`config.mk`:
```
export PLATFORM = sky130hd
export DESIGN_NAME = jpeg_pixel_writer
export DESIGN_NICKNAME = d
export VERILOG_FILES = /design/src/rtl/jpeg_pixel_writer.sv
export SDC_FILE = /design/constraint.sdc
export NUM_CORES = 1
export LEC_CHECK = 0
export ABC_AREA = 0
export CAP_MARGIN = 10
export CORE_UTILIZATION = 56
export CTS_CLUSTER_SIZE = 28
export DETAILED_ROUTE_END_ITERATION = 10
export PLACE_DENSITY = 0.82
export SYNTH_ARGS = -nofsm -noshare
export SYNTH_HDL_FRONTEND = slang
export SYNTH_SLANG_ARGS = --single-unit
```
`constraint.sdc`:
```
create_clock -name clk -period 4.6 [get_ports clk]
set_input_delay 0.92 -clock clk [delete_from_list [all_inputs] [get_ports clk]]
set_output_delay 0.92 -clock clk [all_outputs]
set_load 0.1 [all_outputs]
```
`src/rtl/jpeg_pixel_writer.sv`:
```
`timescale 1ns/1ps
// jpeg_pixel_writer
//   Consumes the MCU-ordered pixel stream coming out of the JPEG decoder,
//   converts (MCU column, MCU row, in-MCU index) into raster x/y, clips the
//   pixel against the frame buffer window and issues one linear write per
//   in-window pixel. It gates the decoder with pix_next, tracks frame
//   start/finish, and keeps saturating counters of written and clipped pixels.
//
// Ports
//   clk, rst                 clock; asynchronous active-low reset
//   start                    pulse, arms the block for one frame (from IDLE/DONE)
//   cfg_*                    decoder configuration, latched once per frame
//   pix_we/pix_end/pix_*     pixel stream from the decoder
//   pix_next                 ready back to the decoder (high only while running)
//   fb_we/fb_addr/fb_data    frame buffer write port, addr = y*FB_W + x
//   busy                     frame in progress (WAIT_CFG, RUN, FLUSH)
//   frame_done               level, set once the last pixel has been written
//   wr_count/clip_count      pixels written / dropped this frame, saturating
module jpeg_pixel_writer #(
  parameter int FB_W      = 32,
  parameter int FB_H      = 32,
  parameter int FB_ADDR_W = 16
) (
  input  logic                 clk,
  input  logic                 rst,
  input  logic                 start,
  input  logic                 cfg_en,
  input  logic                 cfg_411,
  input  logic [15:0]          cfg_width,
  input  logic [15:0]          cfg_height,
  input  logic [12:0]          cfg_mcu_w,
  input  logic [12:0]          cfg_mcu_h,
  input  logic                 pix_we,
  input  logic                 pix_end,
  input  logic [7:0]           pix_r,
  input  logic [7:0]           pix_g,
  input  logic [7:0]           pix_b,
  input  logic [7:0]           pix_adr,
  input  logic [12:0]          pix_x_mcu,
  input  logic [12:0]          pix_y_mcu,
  output logic                 pix_next,
  output logic                 fb_we,
  output logic [FB_ADDR_W-1:0] fb_addr,
  output logic [23:0]          fb_data,
  output logic                 busy,
  output logic                 frame_done,
  output logic [15:0]          wr_count,
  output logic [15:0]          clip_count
);

  localparam logic [15:0]          FB_W16 = 16'(FB_W);
  localparam logic [15:0]          FB_H16 = 16'(FB_H);
  localparam logic [FB_ADDR_W-1:0] FB_W_A = FB_ADDR_W'(FB_W);

  typedef enum logic [2:0] {
    IDLE,
    WAIT_CFG,
    RUN,
    FLUSH,
    DONE
  } state_t;

  state_t state;
  state_t state_next;
  logic   flush_cnt;

  // Latched configuration. The window limits already fold in the frame
  // buffer size so the clip test is a plain pair of compares.
  logic        mode_411;
  logic [15:0] win_w;
  logic [15:0] win_h;
  logic [12:0] last_x_mcu;
  logic [12:0] last_y_mcu;

  // Stage 1: raster coordinates and colour of the accepted beat.
  logic        s1_valid;
  logic [15:0] s1_x;
  logic [15:0] s1_y;
  logic [23:0] s1_rgb;

  logic        accept;
  logic        last_beat;
  logic        frame_start;
  logic [15:0] map_x;
  logic [15:0] map_y;
  logic        in_win;
  logic [FB_ADDR_W-1:0] lin_addr;

  assign pix_next    = (state == RUN);
  assign busy        = (state == WAIT_CFG) || (state == RUN) || (state == FLUSH);
  assign accept      = pix_we && pix_next;
  assign last_beat   = accept && pix_end &&
                       (pix_x_mcu == last_x_mcu) && (pix_y_mcu == last_y_mcu);
  assign frame_start = start && ((state == IDLE) || (state == DONE));

  // 16x16 MCU: adr = {row[3:0], col[3:0]}; 8x8 MCU: adr = {xx, row[2:0], col[2:0]}.
  // In 411 mode the top MCU bit falls off the 16-bit coordinate, which only
  // matters beyond 4095 MCUs.
  assign map_x = mode_411 ? {pix_x_mcu[11:0], pix_adr[3:0]} : {pix_x_mcu, pix_adr[2:0]};
  assign map_y = mode_411 ? {pix_y_mcu[11:0], pix_adr[7:4]} : {pix_y_mcu, pix_adr[5:3]};

  // Stage 2 combinational part. The address only has to be right for
  // in-window pixels, where y*FB_W+x always fits in FB_ADDR_W bits.
  assign in_win   = (s1_x < win_w) && (s1_y < win_h);
  assign lin_addr = FB_ADDR_W'(s1_y) * FB_W_A + FB_ADDR_W'(s1_x);

  always_ff @(posedge clk or negedge rst) begin
    if (!rst) begin
      state <= IDLE;
    end else begin
      state <= state_next;
    end
  end

  always_comb begin
    state_next = state;
    case (state)
      IDLE:     if (start)     state_next = WAIT_CFG;
      WAIT_CFG: if (cfg_en)    state_next = RUN;
      RUN:      if (last_beat) state_next = FLUSH;
      FLUSH:    if (flush_cnt) state_next = DONE;
      DONE:     if (start)     state_next = WAIT_CFG;
      default:                 state_next = IDLE;
    endcase
  end

  // FLUSH lasts exactly two cycles so the last beat leaves both stages.
  always_ff @(posedge clk or negedge rst) begin
    if (!rst) begin
      flush_cnt <= 1'b0;
    end else if (state == FLUSH) begin
      flush_cnt <= ~flush_cnt;
    end else begin
      flush_cnt <= 1'b0;
    end
  end

  always_ff @(posedge clk or negedge rst) begin
    if (!rst) begin
      mode_411   <= 1'b0;
      win_w      <= '0;
      win_h      <= '0;
      last_x_mcu <= '0;
      last_y_mcu <= '0;
    end else if ((state == WAIT_CFG) && cfg_en) begin
      mode_411   <= cfg_411;
      win_w      <= (cfg_width  < FB_W16) ? cfg_width  : FB_W16;
      win_h      <= (cfg_height < FB_H16) ? cfg_height : FB_H16;
      last_x_mcu <= cfg_mcu_w - 13'd1;
      last_y_mcu <= cfg_mcu_h - 13'd1;
    end
  end

  always_ff @(posedge clk or negedge rst) begin
    if (!rst) begin
      s1_valid <= 1'b0;
      s1_x     <= '0;
      s1_y     <= '0;
      s1_rgb   <= '0;
    end else begin
      s1_valid <= accept;
      if (accept) begin
        s1_x   <= map_x;
        s1_y   <= map_y;
        s1_rgb <= {pix_r, pix_g, pix_b};
      end
    end
  end

  always_ff @(posedge clk or negedge rst) begin
    if (!rst) begin
      fb_we      <= 1'b0;
      fb_addr    <= '0;
      fb_data    <= '0;
      wr_count   <= '0;
      clip_count <= '0;
      frame_done <= 1'b0;
    end else begin
      fb_we <= s1_valid && in_win;
      if (s1_valid && in_win) begin
        fb_addr <= lin_addr;
        fb_data <= s1_rgb;
      end

      if (frame_start) begin
        wr_count   <= '0;
        clip_count <= '0;
      end else if (s1_valid) begin
        if (in_win) begin
          if (wr_count != 16'hFFFF) wr_count <= wr_count + 16'd1;
        end else begin
          if (clip_count != 16'hFFFF) clip_count <= clip_count + 16'd1;
        end
      end

      if (frame_start) begin
        frame_done <= 1'b0;
      end else if ((state == FLUSH) && flush_cnt) begin
        frame_done <= 1'b1;
      end
    end
  end

endmodule

```
After elaboration in Yosys (flattened, before gate mapping):

Cells that the tools add are included.

* bits in registers: 194
* bits in latches: 0
* RAM bits: 0
* ROM bits: 0
* output and inout bits: 76
* logic and storage cells: 82
* memories kept: 0

* add/sub/neg operators: 5
* multiply operators: 0
* divide/modulo/power cells: 0
* order comparisons: 4
* equal/unequal tests: 13
* shift-type cells: 0
* muxes and demuxes: 20
* bitwise gates (word level): 1
* reduce and logical (&&, ||, !) cells: 22

Operator list (count)
* $mux W16: 12
* $add A16 B1 Y16 const B: 2
* $lt A16 B16 Y1: 2
* $lt A16 B6 Y1 const B: 2
* $ne A16 B16 Y1 const B: 2
* $eq A13 B13 Y1: 2
* $sub A13 B1 Y13 const B: 2
* $add A16 B16 Y16: 1
* $mux W3: 4
* $pmux W3 S4: 1
* $reduce_bool A2 Y1: 5
* $logic_and A1 B1 Y1: 9
* $eq A3 B2 Y1 const B: 2
* $ne A2 B2 Y1 const B: 3
* $reduce_and A3 Y1: 2
* $ne A2 B1 Y1 const B: 2
* $reduce_and A4 Y1: 1
* $eq A3 B1 Y1 const B: 1
* $eq A3 B3 Y1 const B: 1
* $logic_not A3 Y1: 1
* $logic_or A1 B1 Y1: 3
* $mux W1: 3
* $reduce_or A2 Y1: 1
* $not A1 Y1: 1

Logic depth before layout (Yosys ltp):

* word-level depth: 7
* mapped depth: 11

Worst setup path before layout:

Ideal clock, no wire load.

* kind: register to register
* from: reg state[1]
* to: reg s1_x[15]
* setup time: 137 ps
* arrival: 4035 ps
* data required time: 4463 ps
* slack: 428 ps
* stages on the path, launching flop included: 8
* path buffers: 4
* cell sequence: dfrtp_1 > clkbuf_1 > nor3b_1 > and2_1 > clkbuf_1 > clkbuf_1 > clkbuf_1 > a21oi_1

* word-level cells in the longest chain between the ends: 2

Ends and longest elaborated chain
* start: declaration: RTL line 63 `state_t state;`
* start signal: assignment: RTL line 111 `state <= state_next;`
* $eq A3 B2 Y1: RTL line 89 `assign pix_next = (state == RUN);`
* via pix_next: RTL line 41 `output logic pix_next,`
* $logic_and A1 B1 Y1: RTL line 91 `assign accept = pix_we && pix_next;`
* end signal: assignment: RTL line 163 `s1_x <= map_x;`
* end: declaration: RTL line 77 `logic [15:0] s1_x;`

The timed path passes the listed nets, and every way through them passes these cells.
A chain may end at the register's enable or synchronous reset.

Worst setup path after layout:

* from: reg state[1]
* to: out pix_next

* word-level cells in the longest chain between the ends: 1

Ends and longest elaborated chain (RTL line)
* $eq A3 B2 Y1: 89
* end: declaration: 41

No other way between the ends.

==> flow_summary.toml <==
[run_status]
status = "complete, no violations"

[timing]
post-route-min-period_ns = 3.47
drv_slew = 0
fmax_mhz = 288
slew_headroom_pct = 31.3
setup_viol_count_final = 0
period_share_pct = 75.5
skew_ns = 0.0137
setup_ws_ns = 1.13
hold_viol = 0
setup_tns_ns = 0
tightest_slew_ns = 1.03
rsz0062_at_grt = "no"

[cells_and_area]
multiInputGateArea_um2 = 4440
layout-drive-gt1-share_pct = 9.52
final_nets = 1289
syn2layout_area_growth_pct = 29.4
ff_latch_area_um2 = 4850
fill_cells = 1189
antenna_cells = 0

[cts]
root_buffer = "clkbuf_16"
ctsHtreeMaxLevel = 4
cts_setup_buffers = 0
cts_tree = "yes"
clockBufferDepth = 2
cts_resized = 0
path_clk_slew_ns = 0.08
cts.sinks = 194
cts_buffers = 17
clkLatencyLatePin_ns = 0.45
hold_buffers = 0

[synth]
synth-simple-area-share_pct = 14.1
synth_compound_area_share_pct = 11.1
syn-num-nets = 1101
synth_top_family_by_area = "simple AND/OR/NAND/NOR gates"
yosys.area_share.xor_xnor_pct = 5.29
async_flop_share_pct = 100
synthAdderAreaFrac_pct = 5.94
muxShareOfSynthArea_pct = 9.70
yosysWarnings = 0
ys_types = 52
ys_ff_latch = 194
netlist_area_um2 = 9600
synth_edf_count = 0
ys_seq_area_share_pct = 50.6
avgSynthCellArea_um2 = 10.3
syn_inst = 933
ys.flop_type = "dfrtp_1"

[worst_setup_path]
critPathKind = "reg -> out"
cp-end-kind = "primary output"
cp.arrival_ns = 2.55
regToRegSetupSlack_ns = 1.65
path_max_fanout = 10
cp-start-kind = "flip-flop"
crit_required_ns = 3.68

[floorplan]
initial_core_util_pct = 57.7
pin_count = 199
core_um2 = 16600
rows = 47
die_area_um2 = 17700
dieHeight_um = 133
dieWidth_um = 133

[hold_path]
hp-class = "reg -> reg"

[power_and_ir_drop]
combPwrFrac_pct = 51.1
p_seq_share_pct = 32.0
clkPwrFrac_pct = 16.9
p_int_uw = 4750
power_density_nw_per_um2 = 722
power_leakage_uw = 0.00523
switching_share_pct = 47.1
power_switching_uw = 4220
ir_worst_vdd_mv = 0.621

[flow_run]
maxCapViolations = 0

[global_routing]
grt.overflow.total = 0
grt_usage_pct = 27.7
grt_max_degree = 129
antenna_found_initial = 0
grt_pass1_wl_um = 38300
first_global_vias = 7785

[placement]
dp_slack_ns = 1.52
gp_congestion = 0.825
hpwl_um = 16700
io_buffers = 198

[detailed_routing]
viasPerCell = 5.66
avgRoutedWirePerCell_um = 17.1
ant_nets = 0
drt-initial-drc-count = 379
vias = 7670
wl_um = 23200
drtPass1Iterations = 5
drc = 0
[critical path, stage by stage (launching register included)]
cell             delay, ns
dfrtp_1               0.52
nor3b_1               0.37
clkdlybuf4s50_1       1.22
[per-layer routing]
metal / share of wire (%) / track usage, % / vias to the layer above
li1: - / - / 3654
met1: 42 / 34.3 / 3727
met2: 50 / 46.6 / 247
met3: 6.2 / 6.97 / 42
met4: 2.5 / 11.0 / 0
met5: 0 / 0 / -
[state kept, by name (all words and copies together) (netlist names)]
register    count
fb_we           1
fb_addr        16
wr_count       16
flush_cnt       1
s1_rgb         24
s1_x           16
state           3
s1_y           16
mode_411        1
win_w          16
last_y_mcu     13
clip_count     16
win_h          16
last_x_mcu     13
s1_valid        1
frame_done      1
fb_data        24
[kinds of logic (layout without fill, tap and decap cells)]
logic type / count (synthesis) / count (layout)
xor gates and xnor gates: 58 / 58
muxes: 86 / 86
and+or+nand+nor: 280 / 280
buffers and inverters: 82 / 283
AOI/OAI and AO/OA: 188 / 188
DFF: 194 / 194
adders and majority gates: 45 / 45
[area by class of cell]
type | instances | area share [%]
clock buffers | 17 | 3.42
clock inverters | 15 | 1.54
inverters | 44 | 1.33
multi-input cells | 657 | 35.7
flip-flops and latches | 194 | 39.1
well taps | 220 | 2.22
repair buffers | 207 | 16.7
[path summary, 6_finish.rpt]
check,start,end,depth (start not counted)
min reg2reg,fb_addr[12]$_DFFE_PN0P_,fb_addr[12]$_DFFE_PN0P_,2
min in group asynchronous,rst,last_y_mcu[12]$_DFFE_PN0P_,1
min,fb_addr[12]$_DFFE_PN0P_,fb_addr[12]$_DFFE_PN0P_,2
max in group asynchronous,rst,win_w[11]$_DFFE_PN0P_,2
max,state[1]$_DFFE_PN0P_,pix_next,2
max reg2reg,win_h[11]$_DFFE_PN0P_,fb_data[12]$_DFFE_PN0P_,10
[cell usage after synthesis (2+ instances only)]
cell type,number,area (um^2)
a211oi_1,2,15.0
a211oi_2,3,37.5
a21o_1,2,15.0
a21oi_1,71,355
a22o_1,2,17.5
a31oi_1,5,31.3
and2_1,5,31.3
and3_1,9,56.3
and4_1,5,43.8
buf_1,2,7.51
buf_2,4,20.0
clkbuf_1,32,120
dfrtp_1,194,4850
ha_1,44,551
inv_1,44,165
mux2_2,56,631
mux2i_1,30,300
nand2_1,82,308
nand2b_1,2,12.5
nand3_1,18,90.1
nand3b_1,3,22.5
nand4_1,12,75.1
nand4b_1,2,17.5
nor2_1,81,304
nor2b_1,3,18.8
nor3_1,10,50.1
nor3b_1,3,22.5
nor4_1,14,87.6
o2111ai_1,2,17.5
o211ai_1,2,15.0
o21a_1,7,52.6
o21ai_0,70,350
o21ai_1,7,35.0
o31a_1,2,17.5
o31ai_1,5,37.5
or2_2,2,12.5
or3_1,19,119
or4_1,7,52.6
xnor2_1,45,394
xor2_1,13,114
[power groups by stage]
stage                     clock (uW)  combinational (uW)  sequential, uW
after floorplan                    0                2110            4150
after global placement             0                4430            2860
after detailed placement           0                4550            2890
after CTS                       1540                4600            2870
after global routing            1610                4950            2960
final                           1520                4580            2870
[cells in the final DEF, fill, tap and decap left out, types with 7 or more instances in the layout]
cell             count
nand4_1             12
clkdlybuf4s50_1    197
nand3_1             18
nor3_1              10
o21ai_1              7
clkbuf_16           17
dfrtp_1            194
o21ai_0             70
mux2i_1             30
xor2_1              13
nor2_1              81
a21oi_1             71
nand2_1             82
ha_1                44
and3_1               9
o21a_1               7
nor4_1              14
or4_1                7
inv_1               44
xnor2_1             45
or3_1               19
mux2_2              56
[through the flow]
step	cell area (um^2)	util, %	hold WS [ns]	power (uW)	std cells
2_1_floorplan	9600	-	0.463	6260	933
3_3_place_gp	11800	70.9	0.465	7290	1321
3_5_place_dp	11800	70.9	0.471	7440	1321
4_1_cts	12400	74.6	0.488	9010	1353
5_1_grt	12400	74.7	0.506	9510	1354
6_report	12400	74.7	0.481	8970	1354
(Power assumes the default switching activity.)
